--- src/rtl/axi_lite_register_master.sv ---
// AXI4-Lite initiator: turns one register command at a time into a read or write
// transaction and returns a single response, aborting after a bounded number of cycles.
module axi_lite_register_master #(
    parameter int C_M00_AXI_DATA_WIDTH = 32,
    parameter int C_M00_AXI_ADDR_WIDTH = 10,
    parameter int TIMEOUT_CYCLES       = 1024
) (
    input  logic                                m00_axi_aclk,
    input  logic                                m00_axi_areset,
    input  logic                                cmd_valid,
    output logic                                cmd_ready,
    input  logic                                cmd_write,
    input  logic [C_M00_AXI_ADDR_WIDTH-1:0]     cmd_addr,
    input  logic [C_M00_AXI_DATA_WIDTH-1:0]     cmd_wdata,
    input  logic [C_M00_AXI_DATA_WIDTH/8-1:0]   cmd_wstrb,
    output logic                                rsp_valid,
    input  logic                                rsp_ready,
    output logic [C_M00_AXI_DATA_WIDTH-1:0]     rsp_rdata,
    output logic [1:0]                          rsp_resp,
    output logic                                rsp_timeout,
    output logic [C_M00_AXI_ADDR_WIDTH-1:0]     m00_axi_awaddr,
    output logic [2:0]                          m00_axi_awprot,
    output logic                                m00_axi_awvalid,
    input  logic                                m00_axi_awready,
    output logic [C_M00_AXI_DATA_WIDTH-1:0]     m00_axi_wdata,
    output logic [C_M00_AXI_DATA_WIDTH/8-1:0]   m00_axi_wstrb,
    output logic                                m00_axi_wvalid,
    input  logic                                m00_axi_wready,
    input  logic [1:0]                          m00_axi_bresp,
    input  logic                                m00_axi_bvalid,
    output logic                                m00_axi_bready,
    output logic [C_M00_AXI_ADDR_WIDTH-1:0]     m00_axi_araddr,
    output logic [2:0]                          m00_axi_arprot,
    output logic                                m00_axi_arvalid,
    input  logic                                m00_axi_arready,
    input  logic [C_M00_AXI_DATA_WIDTH-1:0]     m00_axi_rdata,
    input  logic [1:0]                          m00_axi_rresp,
    input  logic                                m00_axi_rvalid,
    output logic                                m00_axi_rready
);
    localparam int AW = C_M00_AXI_ADDR_WIDTH;
    localparam int DW = C_M00_AXI_DATA_WIDTH;
    localparam int SW = C_M00_AXI_DATA_WIDTH / 8;
    // One spare count above the limit so the counter can keep running in WB/RD
    // after a handshake won against a firing timeout.
    localparam int CNT_W = (TIMEOUT_CYCLES > 0) ? $clog2(TIMEOUT_CYCLES + 2) : 1;
    localparam logic [CNT_W-1:0] TMO = CNT_W'(TIMEOUT_CYCLES);

    typedef enum logic [2:0] {S_IDLE, S_WR, S_WB, S_AR, S_RD, S_RSP} state_t;

    state_t            r_state,     w_state_nxt;
    logic              r_aw_done,   w_aw_done_nxt;
    logic              r_w_done,    w_w_done_nxt;
    logic [CNT_W-1:0]  r_cnt,       w_cnt_nxt;
    logic [AW-1:0]     r_awaddr,    w_awaddr_nxt;
    logic              r_awvalid,   w_awvalid_nxt;
    logic [DW-1:0]     r_wdata,     w_wdata_nxt;
    logic [SW-1:0]     r_wstrb,     w_wstrb_nxt;
    logic              r_wvalid,    w_wvalid_nxt;
    logic              r_bready,    w_bready_nxt;
    logic [AW-1:0]     r_araddr,    w_araddr_nxt;
    logic              r_arvalid,   w_arvalid_nxt;
    logic              r_rready,    w_rready_nxt;
    logic              r_rsp_valid, w_rsp_valid_nxt;
    logic [DW-1:0]     r_rsp_rdata, w_rsp_rdata_nxt;
    logic [1:0]        r_rsp_resp,  w_rsp_resp_nxt;
    logic              r_rsp_tmo,   w_rsp_tmo_nxt;

    logic              w_aw_hs, w_w_hs, w_aw_done_now, w_w_done_now;
    logic [CNT_W-1:0]  w_cnt_inc;
    logic              w_tmo, w_abort;

    assign w_aw_hs       = r_awvalid & m00_axi_awready;
    assign w_w_hs        = r_wvalid & m00_axi_wready;
    assign w_aw_done_now = r_aw_done | w_aw_hs;
    assign w_w_done_now  = r_w_done | w_w_hs;
    assign w_cnt_inc     = r_cnt + CNT_W'(1);
    assign w_tmo         = (TIMEOUT_CYCLES != 0) && (w_cnt_inc >= TMO);

    always_comb begin
        w_state_nxt     = r_state;
        w_aw_done_nxt   = r_aw_done;
        w_w_done_nxt    = r_w_done;
        w_cnt_nxt       = r_cnt;
        w_awaddr_nxt    = r_awaddr;
        w_awvalid_nxt   = r_awvalid;
        w_wdata_nxt     = r_wdata;
        w_wstrb_nxt     = r_wstrb;
        w_wvalid_nxt    = r_wvalid;
        w_bready_nxt    = r_bready;
        w_araddr_nxt    = r_araddr;
        w_arvalid_nxt   = r_arvalid;
        w_rready_nxt    = r_rready;
        w_rsp_valid_nxt = r_rsp_valid;
        w_rsp_rdata_nxt = r_rsp_rdata;
        w_rsp_resp_nxt  = r_rsp_resp;
        w_rsp_tmo_nxt   = r_rsp_tmo;
        w_abort         = 1'b0;

        if (r_state == S_WR || r_state == S_WB || r_state == S_AR || r_state == S_RD)
            w_cnt_nxt = w_cnt_inc;

        case (r_state)
            S_IDLE: begin
                if (cmd_valid && cmd_ready) begin
                    w_cnt_nxt     = '0;
                    w_awaddr_nxt  = cmd_addr;
                    w_araddr_nxt  = cmd_addr;
                    w_wdata_nxt   = cmd_wdata;
                    w_wstrb_nxt   = cmd_wstrb;
                    w_aw_done_nxt = 1'b0;
                    w_w_done_nxt  = 1'b0;
                    if (cmd_write) begin
                        w_state_nxt   = S_WR;
                        w_awvalid_nxt = 1'b1;
                        w_wvalid_nxt  = 1'b1;
                    end else begin
                        w_state_nxt   = S_AR;
                        w_arvalid_nxt = 1'b1;
                    end
                end
            end
            S_WR: begin
                w_aw_done_nxt = w_aw_done_now;
                w_w_done_nxt  = w_w_done_now;
                if (w_aw_done_now && w_w_done_now) begin
                    w_state_nxt   = S_WB;
                    w_awvalid_nxt = 1'b0;
                    w_wvalid_nxt  = 1'b0;
                    w_bready_nxt  = 1'b1;
                end else if (w_tmo) begin
                    w_abort = 1'b1;
                end else begin
                    w_awvalid_nxt = ~w_aw_done_now;
                    w_wvalid_nxt  = ~w_w_done_now;
                end
            end
            S_WB: begin
                if (m00_axi_bvalid) begin
                    w_state_nxt     = S_RSP;
                    w_bready_nxt    = 1'b0;
                    w_rsp_valid_nxt = 1'b1;
                    w_rsp_rdata_nxt = '0;
                    w_rsp_resp_nxt  = m00_axi_bresp;
                    w_rsp_tmo_nxt   = 1'b0;
                end else if (w_tmo) begin
                    w_abort = 1'b1;
                end
            end
            S_AR: begin
                if (m00_axi_arready) begin
                    w_state_nxt   = S_RD;
                    w_arvalid_nxt = 1'b0;
                    w_rready_nxt  = 1'b1;
                end else if (w_tmo) begin
                    w_abort = 1'b1;
                end
            end
            S_RD: begin
                if (m00_axi_rvalid) begin
                    w_state_nxt     = S_RSP;
                    w_rready_nxt    = 1'b0;
                    w_rsp_valid_nxt = 1'b1;
                    w_rsp_rdata_nxt = m00_axi_rdata;
                    w_rsp_resp_nxt  = m00_axi_rresp;
                    w_rsp_tmo_nxt   = 1'b0;
                end else if (w_tmo) begin
                    w_abort = 1'b1;
                end
            end
            S_RSP: begin
                if (rsp_ready) begin
                    w_state_nxt     = S_IDLE;
                    w_rsp_valid_nxt = 1'b0;
                end
            end
            default: w_state_nxt = S_IDLE;
        endcase

        // A dead slave: drop every handshake signal and report SLVERR-style timeout.
        if (w_abort) begin
            w_state_nxt     = S_RSP;
            w_awvalid_nxt   = 1'b0;
            w_wvalid_nxt    = 1'b0;
            w_arvalid_nxt   = 1'b0;
            w_bready_nxt    = 1'b0;
            w_rready_nxt    = 1'b0;
            w_rsp_valid_nxt = 1'b1;
            w_rsp_rdata_nxt = '0;
            w_rsp_resp_nxt  = 2'b10;
            w_rsp_tmo_nxt   = 1'b1;
        end
    end

    always_ff @(posedge m00_axi_aclk) begin
        if (m00_axi_areset) begin
            r_state     <= S_IDLE;
            r_aw_done   <= 1'b0;
            r_w_done    <= 1'b0;
            r_cnt       <= '0;
            r_awaddr    <= '0;
            r_awvalid   <= 1'b0;
            r_wdata     <= '0;
            r_wstrb     <= '0;
            r_wvalid    <= 1'b0;
            r_bready    <= 1'b0;
            r_araddr    <= '0;
            r_arvalid   <= 1'b0;
            r_rready    <= 1'b0;
            r_rsp_valid <= 1'b0;
            r_rsp_rdata <= '0;
            r_rsp_resp  <= 2'b00;
            r_rsp_tmo   <= 1'b0;
        end else begin
            r_state     <= w_state_nxt;
            r_aw_done   <= w_aw_done_nxt;
            r_w_done    <= w_w_done_nxt;
            r_cnt       <= w_cnt_nxt;
            r_awaddr    <= w_awaddr_nxt;
            r_awvalid   <= w_awvalid_nxt;
            r_wdata     <= w_wdata_nxt;
            r_wstrb     <= w_wstrb_nxt;
            r_wvalid    <= w_wvalid_nxt;
            r_bready    <= w_bready_nxt;
            r_araddr    <= w_araddr_nxt;
            r_arvalid   <= w_arvalid_nxt;
            r_rready    <= w_rready_nxt;
            r_rsp_valid <= w_rsp_valid_nxt;
            r_rsp_rdata <= w_rsp_rdata_nxt;
            r_rsp_resp  <= w_rsp_resp_nxt;
            r_rsp_tmo   <= w_rsp_tmo_nxt;
        end
    end

    assign cmd_ready       = (r_state == S_IDLE) && !m00_axi_areset;
    assign rsp_valid       = r_rsp_valid;
    assign rsp_rdata       = r_rsp_rdata;
    assign rsp_resp        = r_rsp_resp;
    assign rsp_timeout     = r_rsp_tmo;
    assign m00_axi_awaddr  = r_awaddr;
    assign m00_axi_awprot  = 3'b000;
    assign m00_axi_awvalid = r_awvalid;
    assign m00_axi_wdata   = r_wdata;
    assign m00_axi_wstrb   = r_wstrb;
    assign m00_axi_wvalid  = r_wvalid;
    assign m00_axi_bready  = r_bready;
    assign m00_axi_araddr  = r_araddr;
    assign m00_axi_arprot  = 3'b000;
    assign m00_axi_arvalid = r_arvalid;
    assign m00_axi_rready  = r_rready;
endmodule

--- config.mk ---
export PLATFORM = sky130hd
export DESIGN_NAME = axi_lite_register_master
export DESIGN_NICKNAME = d
export VERILOG_FILES = /design/src/rtl/axi_lite_register_master.sv
export SDC_FILE = /design/constraint.sdc
export NUM_CORES = 1
export LEC_CHECK = 0
export CORE_AREA = 2 2 100 102
export CTS_BUF_LIST = sky130_fd_sc_hd__clkbuf_4
export CTS_CLUSTER_DIAMETER = 60
export CTS_CLUSTER_SIZE = 30
export DETAILED_ROUTE_END_ITERATION = 8
export DIE_AREA = 0 0 102 104
export PLACE_DENSITY = 0.86
export SLEW_MARGIN = 10
export SYNTH_ARGS = -nofsm -noshare
export SYNTH_HDL_FRONTEND = slang
export SYNTH_SLANG_ARGS = --single-unit
--- constraint.sdc ---
create_clock -name m00_axi_aclk -period 3.8 [get_ports m00_axi_aclk]
set_input_delay 0.76 -clock m00_axi_aclk [delete_from_list [all_inputs] [get_ports m00_axi_aclk]]
set_output_delay 0.76 -clock m00_axi_aclk [all_outputs]
set_load 0.01 [all_outputs]
==> results.yml <==
clock_network:
  cts_hold_buf: 0
  cts_tree: "built"
  clockBufferDepth: 2
  cts_setup_buffers: 0
  htreeDepth: 3
  tritoncts.num_buffers: 9
  cts_resized: 0
  clk_latency_ps: 450
  path_clk_slew_ps: 150
  clkSinkCount: 103
  cts_root_buf: "clkbuf_4"
sta:
  rsz0062_at_grt: "false"
  period_needed_ps: 2970
  slew_viol_final: 0
  tightest_slew_ps: 762
  fin_crit_sh: 0.782
  setup_viol: 0
  hold_viol: 0
  slew_headroom: 0.492
  setup_tns_ps: 0
  fmax_mhz: 336
  fin_skew_ps: 21.4
floorplanning:
  fp.coreArea_um2: 9550
  row_count: 36
  die-area_um2: 10600
  die_x_um: 102
  start_util: 0.450
  die_h_um: 104
  io_pins: 196
drt:
  ant_nets: 0
  routed_via_density: 5.04
  postRouteWirelength_mm: 12.0
  dr.pass1.iters: 4
  routed.top_layer: "met4"
  drt_iter0_drc: 181
  drc: 0
  wl_per_cell_um: 14.5
  routed-wl-met3_mm: 1.16
  vias: 4170
  wl_met1_mm: 5.05
  wl_met2_mm: 5.57
hold_path:
  hp-class: "reg2reg"
  whs_path_depth: 2
  holdPathEnd: "m00_axi_wdata[1]$_SDFFE_PP0P_"
  hp-start: "m00_axi_wdata[1]$_SDFFE_PP0P_"
logic_synthesis:
  ys_types: 50
  seq_area_frac_synth: 0.480
  netlist_area_um2: 4300
  synth_flop_cell: "dfxtp_1"
  avgSynthCellArea_um2: 8.15
  ys_async_sr_fraction: 0
  postSynthCellCount: 527
  synth_edf_count: 0
  yosysWarnings: 0
  ys_ff_latch: 103
grt:
  antenna_found_initial: 0
  grt_pass1_wl_mm: 19.4
  grt_max_degree: 47
  overflow: 0
  track_usage: 0.224
  grt_pass1_vias: 4068
run:
  drv_cap: 0
critical_path:
  timing_worst_setup_path_type: "in2out"
  reg2reg_slack_ps: 1000
  worst-path-max-fanout: 3
  end_kind: "output port"
  critPathBufInv: 2
  r2r_cells: 6
  path_cells: "clkdlybuf4s50_1, nor4_2, clkdlybuf4s50_1"
  critPathLaunch: "m00_axi_areset"
  crit_family: "buffers and inverters"
  rr_startpoint: "r_state[1]$_SDFFE_PP0P_"
  cpMaxStageDelayCell: "clkdlybuf4s50_1"
  critPathLaunchType: "input pin"
  path_common_cell: "clkdlybuf4s50_1"
  max_stage_delay_ps: 660
  critical_path_required_ps: 3040
  arrival_ps: 2210
  timing.rr.end: "rsp_rdata[2]$_SDFFE_PP0P_"
finish:
  nNetsFinal: 782
  drive_above_1_share: 0.0850
  areaGrowthSynthToFinish_pct: 46.0
  num_antenna_cells: 0
  final_util: 0.657
  fillers: 776
power:
  p_leak_uw: 0.00241
  power_density_nw_per_um2: 487
  peakVddDrop_uv: 349
place:
  dp_hpwl_mm: 8.75
  io_buffer_count: 189
  gp_congestion: 0.882
outcome:
  status: "finished, final reports clean"
through the flow:
stage	hold WS, ps	std cells	instance area [µm²]	setup slack (ps)	total power, µW
floorplan	453	532	4310	1750	2040
global placement	438	811	6150	823	2520
detailed placement	445	811	6150	805	2550
CTS	465	827	6270	789	3080
global route	479	827	6270	728	3250
finish	465	827	6270	828	3050
area by class of cell:
cell class | instances | area [µm²] | share of cell area
Clock buffer | 10 | 75.1 | 0.0120
Clock inverter | 6 | 50.0 | 0.00798
Inverter | 9 | 33.8 | 0.00539
Multi-Input combinational cell | 367 | 1920 | 0.306
Sequential cell | 103 | 2060 | 0.329
Tap cell | 133 | 166 | 0.0265
Timing Repair Buffer | 199 | 1970 | 0.314
sequential cells by signal (all words and copies together) (netlist names), 2 cells and up:
register and count:
rsp_resp 2, m00_axi_wstrb 4, m00_axi_araddr 10, rsp_rdata 32, m00_axi_wdata 32, r_cnt 11, r_state 3
worst reg2reg max path, cell delays in order, from the launching register on:
cell and delay, ps:
dfxtp_1 700, nor2b_1 530, a32oi_2 220, a22oi_2 240, or2_2 630, buf_4 330
a21oi_1 60
kinds of logic after synthesis:
family | synth area share
simple gates | 0.290
fa+ha+maj | 0.00291
xor+xnor | 0.0163
flops | 0.480
buf+inv | 0.0810
mux | 0.00699
other cells | 0.000873
compound gates | 0.122
worst max path at each step:
stage,to,cells past startpoint
global route,cmd_ready,3
global placement,cmd_ready,3
finish,cmd_ready,3
CTS,cmd_ready,3
detailed placement,rsp_rdata[4]$_SDFFE_PP0P_,7
floorplan,m00_axi_araddr[2]$_SDFFE_PP0P_,7
metal layers:
| metal | GRT usage | up-vias |
|---|---|---|
| met5 | 0 | - |
| met4 | 0.0695 | 0 |
| met3 | 0.0746 | 15 |
| met2 | 0.364 | 172 |
| met1 | 0.281 | 1911 |
| li1 | - | 2072 |
synthesized netlist by cell type (2+ instances only):
cell,instances,share of area
nor2_1,21,0.018
buf_2,11,0.013
xnor2_1,3,0.0061
buf_6,4,0.010
nor3b_2,2,0.0058
nand2_1,149,0.13
o211ai_1,2,0.0035
mux2i_1,3,0.0070
nor4_1,2,0.0029
inv_1,7,0.0061
a21oi_2,20,0.041
a32oi_1,4,0.0082
nand4_1,3,0.0044
dfxtp_1,103,0.48
and2_1,3,0.0044
or3_1,5,0.0073
a21o_1,2,0.0035
o21ai_0,6,0.0070
xor2_1,5,0.010
nor2b_1,2,0.0029
a21oi_1,20,0.023
a221oi_1,3,0.0061
clkbuf_1,19,0.017
a31oi_1,2,0.0029
nand3_1,82,0.096
and3_1,2,0.0029
buf_4,19,0.033
layout by cell type, fill, tap and decap left out, types with 2 or more instances in the layout:
cell,instances
nand2_1,149
xnor2_1,3
a21oi_1,20
and3_1,2
o21ai_0,6
nor2_1,21
xor2_1,5
conb_1,6
nor4_1,2
nor2b_1,2
clkbuf_4,10
clkinvlp_4,2
nand4_1,3
a32oi_2,2
clkdlybuf4s50_1,189
inv_1,7
o211ai_1,2
a31oi_1,2
a32oi_1,3
and2_1,3
a21o_1,2
a221oi_1,3
a21oi_2,20
nand3_1,82
mux2i_1,3
inv_6,3
buf_4,10
or3_1,5
dfxtp_1,103
power breakdown:
group | leakage, µW | switching, µW | internal [µW] | total (µW)
Combinational | 0.00151 | 590 | 550 | 1140
Sequential | 0.000839 | 150 | 1240 | 1390
Clock | 0.0000640 | 374 | 150 | 524
(Power assumes the default switching activity.)
